### src/rtl/button_debounce_pkg.sv
// Shared types and field layout for the pushbutton debounce/capture block.
package button_debounce_pkg;

  typedef enum logic [1:0] {
    RELEASED,
    WAIT_PRESS,
    PRESSED,
    WAIT_RELEASE
  } key_state_t;

  localparam int unsigned MAX_KEYS    = 4;
  localparam int unsigned PRESS_CNT_W = 4;

  localparam int unsigned LEVEL_LSB = 0;
  localparam int unsigned LONG_LSB  = 8;
  localparam int unsigned CNT_LSB   = 16;

  // Counter width for a window of n cycles, never below one bit.
  function automatic int unsigned cnt_width(input int unsigned n);
    return (n <= 2) ? 1 : $clog2(n);
  endfunction

endpackage

### src/rtl/key_debounce_fsm.sv
// Single-key synchroniser, debounce FSM, press counter and long-press hold counter.
// Long-press logic is present only when BUTTON_DEBOUNCE_LONG_PRESS_EN is defined.
module key_debounce_fsm
  import button_debounce_pkg::*;
#(
  parameter int unsigned DEBOUNCE_CYCLES   = 500000,
  parameter int unsigned LONG_PRESS_CYCLES = 50000000
) (
  input  logic                   clk,
  input  logic                   reset,
  input  logic                   key_n,
  output logic                   stable,
  output logic                   press_pulse,
  output logic [PRESS_CNT_W-1:0] press_cnt,
  output logic                   long_flag
);

  localparam int unsigned CNT_W = cnt_width(DEBOUNCE_CYCLES);
  localparam logic [CNT_W-1:0] CNT_LAST = CNT_W'(DEBOUNCE_CYCLES - 1);

  if (DEBOUNCE_CYCLES < 2) begin : g_bad_debounce
    $error("DEBOUNCE_CYCLES must be at least 2");
  end
  if (LONG_PRESS_CYCLES < 2) begin : g_bad_long
    $error("LONG_PRESS_CYCLES must be at least 2");
  end

  logic             sync1, sync2, s;
  key_state_t       state, state_next;
  logic [CNT_W-1:0] cnt, cnt_next;
  logic             commit_press, commit_release;
  logic             stable_next;

  always_ff @(posedge clk or posedge reset) begin
    if (reset) begin
      sync1 <= 1'b1;
      sync2 <= 1'b1;
    end else begin
      sync1 <= key_n;
      sync2 <= sync1;
    end
  end

  assign s = ~sync2;

  // State register; outputs are registered alongside so they change with the commit.
  always_ff @(posedge clk or posedge reset) begin
    if (reset) begin
      state       <= RELEASED;
      cnt         <= '0;
      stable      <= 1'b0;
      press_pulse <= 1'b0;
      press_cnt   <= '0;
    end else begin
      state       <= state_next;
      cnt         <= cnt_next;
      stable      <= stable_next;
      press_pulse <= commit_press;
      if (commit_press) press_cnt <= press_cnt + 1'b1;
    end
  end

  always_comb begin
    state_next     = state;
    cnt_next       = cnt;
    commit_press   = 1'b0;
    commit_release = 1'b0;
    unique case (state)
      RELEASED: begin
        if (s) begin
          state_next = WAIT_PRESS;
          cnt_next   = '0;
        end
      end
      WAIT_PRESS: begin
        if (!s) begin
          state_next = RELEASED;
          cnt_next   = '0;
        end else if (cnt == CNT_LAST) begin
          state_next   = PRESSED;
          cnt_next     = '0;
          commit_press = 1'b1;
        end else begin
          cnt_next = cnt + 1'b1;
        end
      end
      PRESSED: begin
        if (!s) begin
          state_next = WAIT_RELEASE;
          cnt_next   = '0;
        end
      end
      WAIT_RELEASE: begin
        if (s) begin
          state_next = PRESSED;
          cnt_next   = '0;
        end else if (cnt == CNT_LAST) begin
          state_next     = RELEASED;
          cnt_next       = '0;
          commit_release = 1'b1;
        end else begin
          cnt_next = cnt + 1'b1;
        end
      end
      default: begin
        state_next = RELEASED;
        cnt_next   = '0;
      end
    endcase
  end

  always_comb begin
    stable_next = (state_next == PRESSED) || (state_next == WAIT_RELEASE);
  end

`ifdef BUTTON_DEBOUNCE_LONG_PRESS_EN
  localparam int unsigned HOLD_W = cnt_width(LONG_PRESS_CYCLES);
  localparam logic [HOLD_W-1:0] HOLD_LAST = HOLD_W'(LONG_PRESS_CYCLES - 1);

  logic [HOLD_W-1:0] hold_cnt, hold_next;
  logic              long_next;

  // Hold time accrues only while steadily pressed; the flag survives a release
  // bounce and drops only when the release is committed.
  always_comb begin
    hold_next = hold_cnt;
    long_next = long_flag;
    if (commit_press) begin
      hold_next = '0;
    end else if (state == PRESSED) begin
      if (hold_cnt == HOLD_LAST) long_next = 1'b1;
      else                       hold_next = hold_cnt + 1'b1;
    end
    if (commit_release) long_next = 1'b0;
  end

  always_ff @(posedge clk or posedge reset) begin
    if (reset) begin
      hold_cnt  <= '0;
      long_flag <= 1'b0;
    end else begin
      hold_cnt  <= hold_next;
      long_flag <= long_next;
    end
  end
`else
  assign long_flag = 1'b0;
`endif

endmodule

### src/rtl/button_debounce_capture.sv
// Debounces up to four active-low pushbuttons and packs levels, long-press flags
// and wrapping press counters into the 32-bit button export word.
// Optional long-press flags: define BUTTON_DEBOUNCE_LONG_PRESS_EN.
module button_debounce_capture
  import button_debounce_pkg::*;
#(
  parameter int unsigned NUM_KEYS          = 4,
  parameter int unsigned DEBOUNCE_CYCLES   = 500000,
  parameter int unsigned LONG_PRESS_CYCLES = 50000000
) (
  input  logic                clk,
  input  logic                reset,
  input  logic [NUM_KEYS-1:0] key_n,
  output logic [31:0]         button_export,
  output logic [NUM_KEYS-1:0] press_pulse
);

  if (NUM_KEYS < 1 || NUM_KEYS > MAX_KEYS) begin : g_bad_keys
    $error("NUM_KEYS must be in 1..4");
  end

  logic [NUM_KEYS-1:0]    stable;
  logic [NUM_KEYS-1:0]    long_flag;
  logic [PRESS_CNT_W-1:0] press_cnt [NUM_KEYS];

  for (genvar i = 0; i < NUM_KEYS; i++) begin : g_key
    key_debounce_fsm #(
      .DEBOUNCE_CYCLES  (DEBOUNCE_CYCLES),
      .LONG_PRESS_CYCLES(LONG_PRESS_CYCLES)
    ) u_key (
      .clk        (clk),
      .reset      (reset),
      .key_n      (key_n[i]),
      .stable     (stable[i]),
      .press_pulse(press_pulse[i]),
      .press_cnt  (press_cnt[i]),
      .long_flag  (long_flag[i])
    );
  end

  // Pure wiring of per-key registers; unused and reserved fields read zero.
  always_comb begin
    button_export = '0;
    for (int unsigned i = 0; i < NUM_KEYS; i++) begin
      button_export[LEVEL_LSB + i]                           = stable[i];
      button_export[LONG_LSB + i]                            = long_flag[i];
      button_export[CNT_LSB + PRESS_CNT_W*i +: PRESS_CNT_W] = press_cnt[i];
    end
  end

endmodule

### config.mk
export PLATFORM = sky130hd
export DESIGN_NAME = button_debounce_capture
export DESIGN_NICKNAME = d
export VERILOG_FILES = /design/src/rtl/button_debounce_pkg.sv /design/src/rtl/key_debounce_fsm.sv /design/src/rtl/button_debounce_capture.sv
export SDC_FILE = /design/constraint.sdc
export NUM_CORES = 1
export LEC_CHECK = 0
export CORE_ASPECT_RATIO = 1.25
export CORE_MARGIN = 5
export CORE_UTILIZATION = 43
export DETAILED_ROUTE_END_ITERATION = 10
export HOLD_SLACK_MARGIN = 0.03
export MAX_ROUTING_LAYER = met4
export SLEW_MARGIN = 20
export SYNTH_ARGS = -nofsm -noshare
export SYNTH_HDL_FRONTEND = slang
export SYNTH_HIERARCHICAL = 1
export SYNTH_SLANG_ARGS = --single-unit
### constraint.sdc
create_clock -name clk -period 2.9 [get_ports clk]
set_input_delay 0.58 -clock clk [delete_from_list [all_inputs] [get_ports clk]]
set_output_delay 0.58 -clock clk [all_outputs]
set_load 0.05 [all_outputs]
Word-level counts from Yosys, hierarchy flattened
Cells that the tools add are included.
Widths: inputs -> output; s select.
{ "word_totals": {"latchBits": 0, "elab_cells": 144, "rom_bits": 0, "regBits": 116, "n_memories": 0, "ramBits": 0} }
{ "op_classes": {"n_mux": 64, "n_lt_le_gt_ge": 0, "multipliers": 0, "shifts": 0, "n_addsub": 8, "div_mod_pow": 0, "n_eq_ne": 32, "n_bitwise": 0, "n_reduce_logical": 12} }
{ "op_table": {"columns": ["cell", "count"], "rows": [
  ["$mux 19", 20],
  ["$pmux 19 s4", 4],
  ["$add 19x1->19 const B", 4],
  ["$eq 19x19->1 const B", 4],
  ["$mux 2", 24],
  ["$eq 2x2->1 const B", 16],
  ["$pmux 2 s4", 4],
  ["$add 4x1->4 const B", 4],
  ["$mux 1", 12],
  ["$eq 2x1->1 const B", 4],
  ["$logic_not 2->1", 4],
  ["$ne 2x1->1 const B", 4],
  ["$ne 2x2->1 const B", 4],
  ["$reduce_and 2->1", 4],
  ["$logic_or 1x1->1", 4]
]} }

Depth between registers and ports, before layout
{ "depth": {"depth_word": 6, "depth_mapped": 8, "depth_no_buf": 6} }

Modules after synthesis
Netlist, hierarchy kept.
{ "modules_own_cells": {"columns": ["module", "cells_each", "n_inst", "area_per_inst_um2"], "rows": [
  ["key_debounce_fsm (g_key[1].u_key ...)", 152, 2, 1470.2],
  ["key_debounce_fsm (g_key[0].u_key)", 161, 1, 1587.8],
  ["key_debounce_fsm (g_key[3].u_key)", 147, 1, 1467.7],
  ["button_debounce_capture", 9, 1, 63.8]
]} }

Least setup slack after synthesis
OpenSTA, ideal clock, no wires.
{ "synth_path": {"path_kind": "flip-flop to flip-flop", "from": "reg g_key[1].u_key.cnt[0]", "to": "reg g_key[1].u_key.cnt[16]", "stages_incl_launch_ff": 9, "arrival_time_ns": 1.901, "setup_slack_ns": 0.917, "path_buffers": 2, "setup_time_ns": 0.083, "cell_sequence": "dfrtp_1 > ha_1 > and4_1 > and4b_1 > clkbuf_1 > a21oi_1 > buf_2 > a21oi_1 > o21ai_0"} }
{ "synth_via": {"elab_chain_len": 4, "word_cells_on_any_way": 6, "classes_between": "add/sub (1); eq/ne (1); mux (4)"} }
{ "synth_rtl": {"columns": ["item", "line", "text"], "rows": [
  ["start, declared", "key_debounce_fsm.sv:30", "logic [CNT_W-1:0] cnt, cnt_next;"],
  ["start signal, assigned", "key_debounce_fsm.sv:56", "cnt <= cnt_next;"],
  ["$add 19x1->19 / $eq 19x19->1 (equally long branches)", null, null],
  ["$mux 19 *", "key_debounce_fsm.sv:79, key_debounce_fsm.sv:97", null],
  ["$mux 19, on equally long branches", "key_debounce_fsm.sv:94, key_debounce_fsm.sv:76", null],
  ["$pmux 19 s4 *", "key_debounce_fsm.sv:68", "unique case (state)"]
]} }
Every way passes the cells marked *; elsewhere a longest branch is shown, timed or not.
A chain may end at the register's enable or synchronous reset.

Worst setup path in the final report
{ "layout_path": {"from": "reg g_key[2].u_key.press_cnt[3]", "to": "out button_export[27]"} }
{ "layout_lines": {"columns": ["item", "line", "text"], "rows": [
  ["start, declared", "key_debounce_fsm.sv:14", "output logic [PRESS_CNT_W-1:0] press_cnt,"],
  ["start signal, assigned", "key_debounce_fsm.sv:59", "if (commit_press) press_cnt <= press_cnt + 1'b1;"],
  ["end, declared", "button_debounce_capture.sv:14", "output logic [31:0] button_export,"]
]} }
No word-level cell between the ends.

==> impl_metrics.json <==
{
  "num_rows": 48,
  "yosys_warnings": 6,
  "status": "finished clean",
  "io_buffers": 29,
  "yosys_register_bits": 114,
  "ys_seq_area_share_pct": 47.2,
  "fin_nets": 667,
  "drc": 0,
  "die_height_um": 143,
  "ioPinCount": 42,
  "dp_hpwl_mm": 8.65,
  "fmax_ghz": 0.447,
  "antenna_cells": 0,
  "power.leakage_nw": 3.05,
  "postRouteAntennaNets": 0,
  "worst_pin_slew_ns": 1.07,
  "cts_tree": "yes",
  "htree_levels": 4,
  "drv_cap": 0,
  "multi_input_area_um2": 2950,
  "synth_area_per_cell_um2": 9.76,
  "synthArstFlopShare_pct": 100,
  "fin_skew_ns": 0.00640,
  "power_density_nw_per_um2": 575,
  "crit_path_top_delay_cell": "clkdlybuf4s50_1",
  "clk_latency_ns": 0.41,
  "setup_viol": 0,
  "cts_setup_buffers": 0,
  "clock_sinks": 114,
  "cp_max_fo": 2,
  "min_path_cells": 0,
  "hold_class": "reg2reg",
  "drtPass1Iterations": 5,
  "grtUsageTotal_pct": 16.9,
  "layout-drive-gt1-share_pct": 11.1,
  "grt_pass1_wl_mm": 21.9,
  "die_area_um2": 16600,
  "totalPowerFinal_mw": 4.09,
  "yosysTopAreaCellShare_pct": 43.8,
  "grt_pass1_vias": 4662,
  "cts_resized": 0,
  "path_cells": "clkdlybuf4s50_1",
  "core_um2": 13800,
  "rsz0062_at_grt": "no",
  "syn-cell-area_um2": 6060,
  "grt_max_degree": 30,
  "crit_arrival_ns": 1.66,
  "area_growth_pct": 17.3,
  "hold_violations": 0,
  "critical_path_buf_inv_count": 1,
  "worstSetupStartpointType": "flop",
  "vias_per_cell": 5.51,
  "ir_drop_mv": 0.472,
  "wl_mm": 12.5,
  "cp_slowest_stage_delay_ns": 0.86,
  "max_slew_margin_pct": 28.3,
  "die_x_um": 116,
  "synth_edf_count": 0,
  "crit_family": "buffers and inverters",
  "cts_buffer_depth": 2,
  "synth_area_leaders": "dfrtp_1 (44%), nand3_1 (4.4%), nand2_1 (3.8%)",
  "start_util_pct": 43.9,
  "worst-path-stages": 1,
  "setup_tns_ns": 0,
  "ctsHoldBuffers": 0,
  "numCtsBuffers": 17,
  "min_period_ns": 2.24,
  "root_buffer": "clkbuf_16",
  "path_class": "reg2out",
  "wire_per_inst_um": 14.9,
  "gp_congestion": 0.860,
  "cp.required_ns": 2.32,
  "synth_top_cell_by_area": "dfrtp_1",
  "ff_latch_area_um2": 2860,
  "drv_slew": 0,
  "drtIter0Drc": 259,
  "grt_antenna_before_repair": 0,
  "min_period_over_period_pct": 77.1,
  "vias": 4632,
  "endpoint_kind": "output pin",
  "grt-ovfl-total": 0,
  "reg2reg_depth": 7,
  "synth_cell_types": 60,
  "synthFlopType": "dfrtp_1",
  "path_clk_slew_ns": 0.05,
  "syn-instance-count": 621,
  "fillers": 1272
}
-- registers in the layout, summed over array words and instances, names as in the netlist --
register / count
g_key.u_key/stable: 4
g_key.u_key/cnt: 76
g_key.u_key/press_pulse: 4
g_key.u_key/press_cnt: 16
g_key.u_key/sync2: 4
g_key.u_key/sync1: 4
g_key.u_key/state: 6
-- layout by cell type (no fill, tap or decap), types with 16 or more instances in the layout --
cell type and count:
a21oi_1 26, and3_1 16, clkbuf_16 17, clkdlybuf4s50_1 29, dfrtp_1 106, inv_1 19, mux2i_1 18, nand2_1 62
nand3_1 53, nand4_1 21, nor2_1 39, o21ai_0 31, xnor2_1 19, xor2_1 20
-- logic make-up (layout without fill, tap and decap cells) --
group / Yosys count / count (layout) / synth area share [%]
buffers and inverters: 52 / 90 / 4.58
AOI/OAI and AO/OA: 101 / 101 / 10.3
DFF: 114 / 114 / 47.2
and+or+nand+nor: 278 / 278 / 26.1
muxes: 23 / 23 / 3.90
xor gates and xnor gates: 40 / 40 / 5.91
adders and majority gates: 8 / 8 / 1.65
other: 5 / 12 / 0.310
-- report_power, final --
part           internal (mW)  total [mW]  switching, mW  leakage [nW]
Clock                   1.56        2.26          0.704         0.317
Combinational         0.0499       0.185          0.135          1.18
Sequential              1.62        1.64         0.0213          1.55
-- metrics by stage --
stage	area, um2	hold slack [ns]	std cells	worst slack, ns	utilization (%)
6_report	7110	0.356	841	0.663	51.5
5_1_grt	7110	0.362	841	0.553	51.5
4_1_cts	7110	0.357	841	0.630	51.5
3_5_place_dp	6470	0.349	809	0.742	46.8
3_3_place_gp	6460	0.348	809	0.772	46.8
2_1_floorplan	6090	0.345	628	0.917	-
-- Yosys cell counts, drive strengths merged, types with 10 or more instances --
| cell | number |
|---|---|
| dfrtp | 106 |
| mux2i | 18 |
| inv | 19 |
| nor4 | 11 |
| and4 | 16 |
| a21oi | 27 |
| o21ai | 37 |
| xor2 | 20 |
| buf | 23 |
| or3 | 10 |
| a21o | 13 |
| and3 | 16 |
| nand3 | 53 |
| nand4 | 23 |
| xnor2 | 20 |
| nor2 | 41 |
| clkbuf | 10 |
| nand2 | 62 |
| nor3 | 16 |
-- cell type report --
type | instances | area share (%)
Multi-Input combinational cell | 462 | 41.5
Inverter | 19 | 1.00
Timing Repair Buffer | 39 | 5.14
Sequential cell | 114 | 40.3
Clock inverter | 11 | 2.57
Tap cell | 175 | 3.08
Clock buffer | 21 | 6.48
-- layer usage --
metal / vias to the layer above / global-route usage (%) / share of wire [%]
met3: 18 / 3.77 / 3.5
met1: 2250 / 21.4 / 46
li1: 2272 / - / -
met5: - / - / 0
met2: 92 / 26.1 / 49
met4: 0 / 7.09 / 1.7
-- final timing paths --
check	start	to	slack [ns]
max	g_key[2].u_key/press_cnt[3]	button_export[27]	0.66
min	g_key[1].u_key/sync1	g_key[1].u_key/sync2	0.36
max reg2reg	g_key[1].u_key/cnt[0]	g_key[1].u_key/cnt[13]	0.70
min reg2reg	g_key[1].u_key/sync1	g_key[1].u_key/sync2	0.36
max in group asynchronous	reset	g_key[3].u_key/sync2	1.94
min in group asynchronous	reset	g_key[3].u_key/cnt[1]	0.64
(Power assumes the default switching activity.)
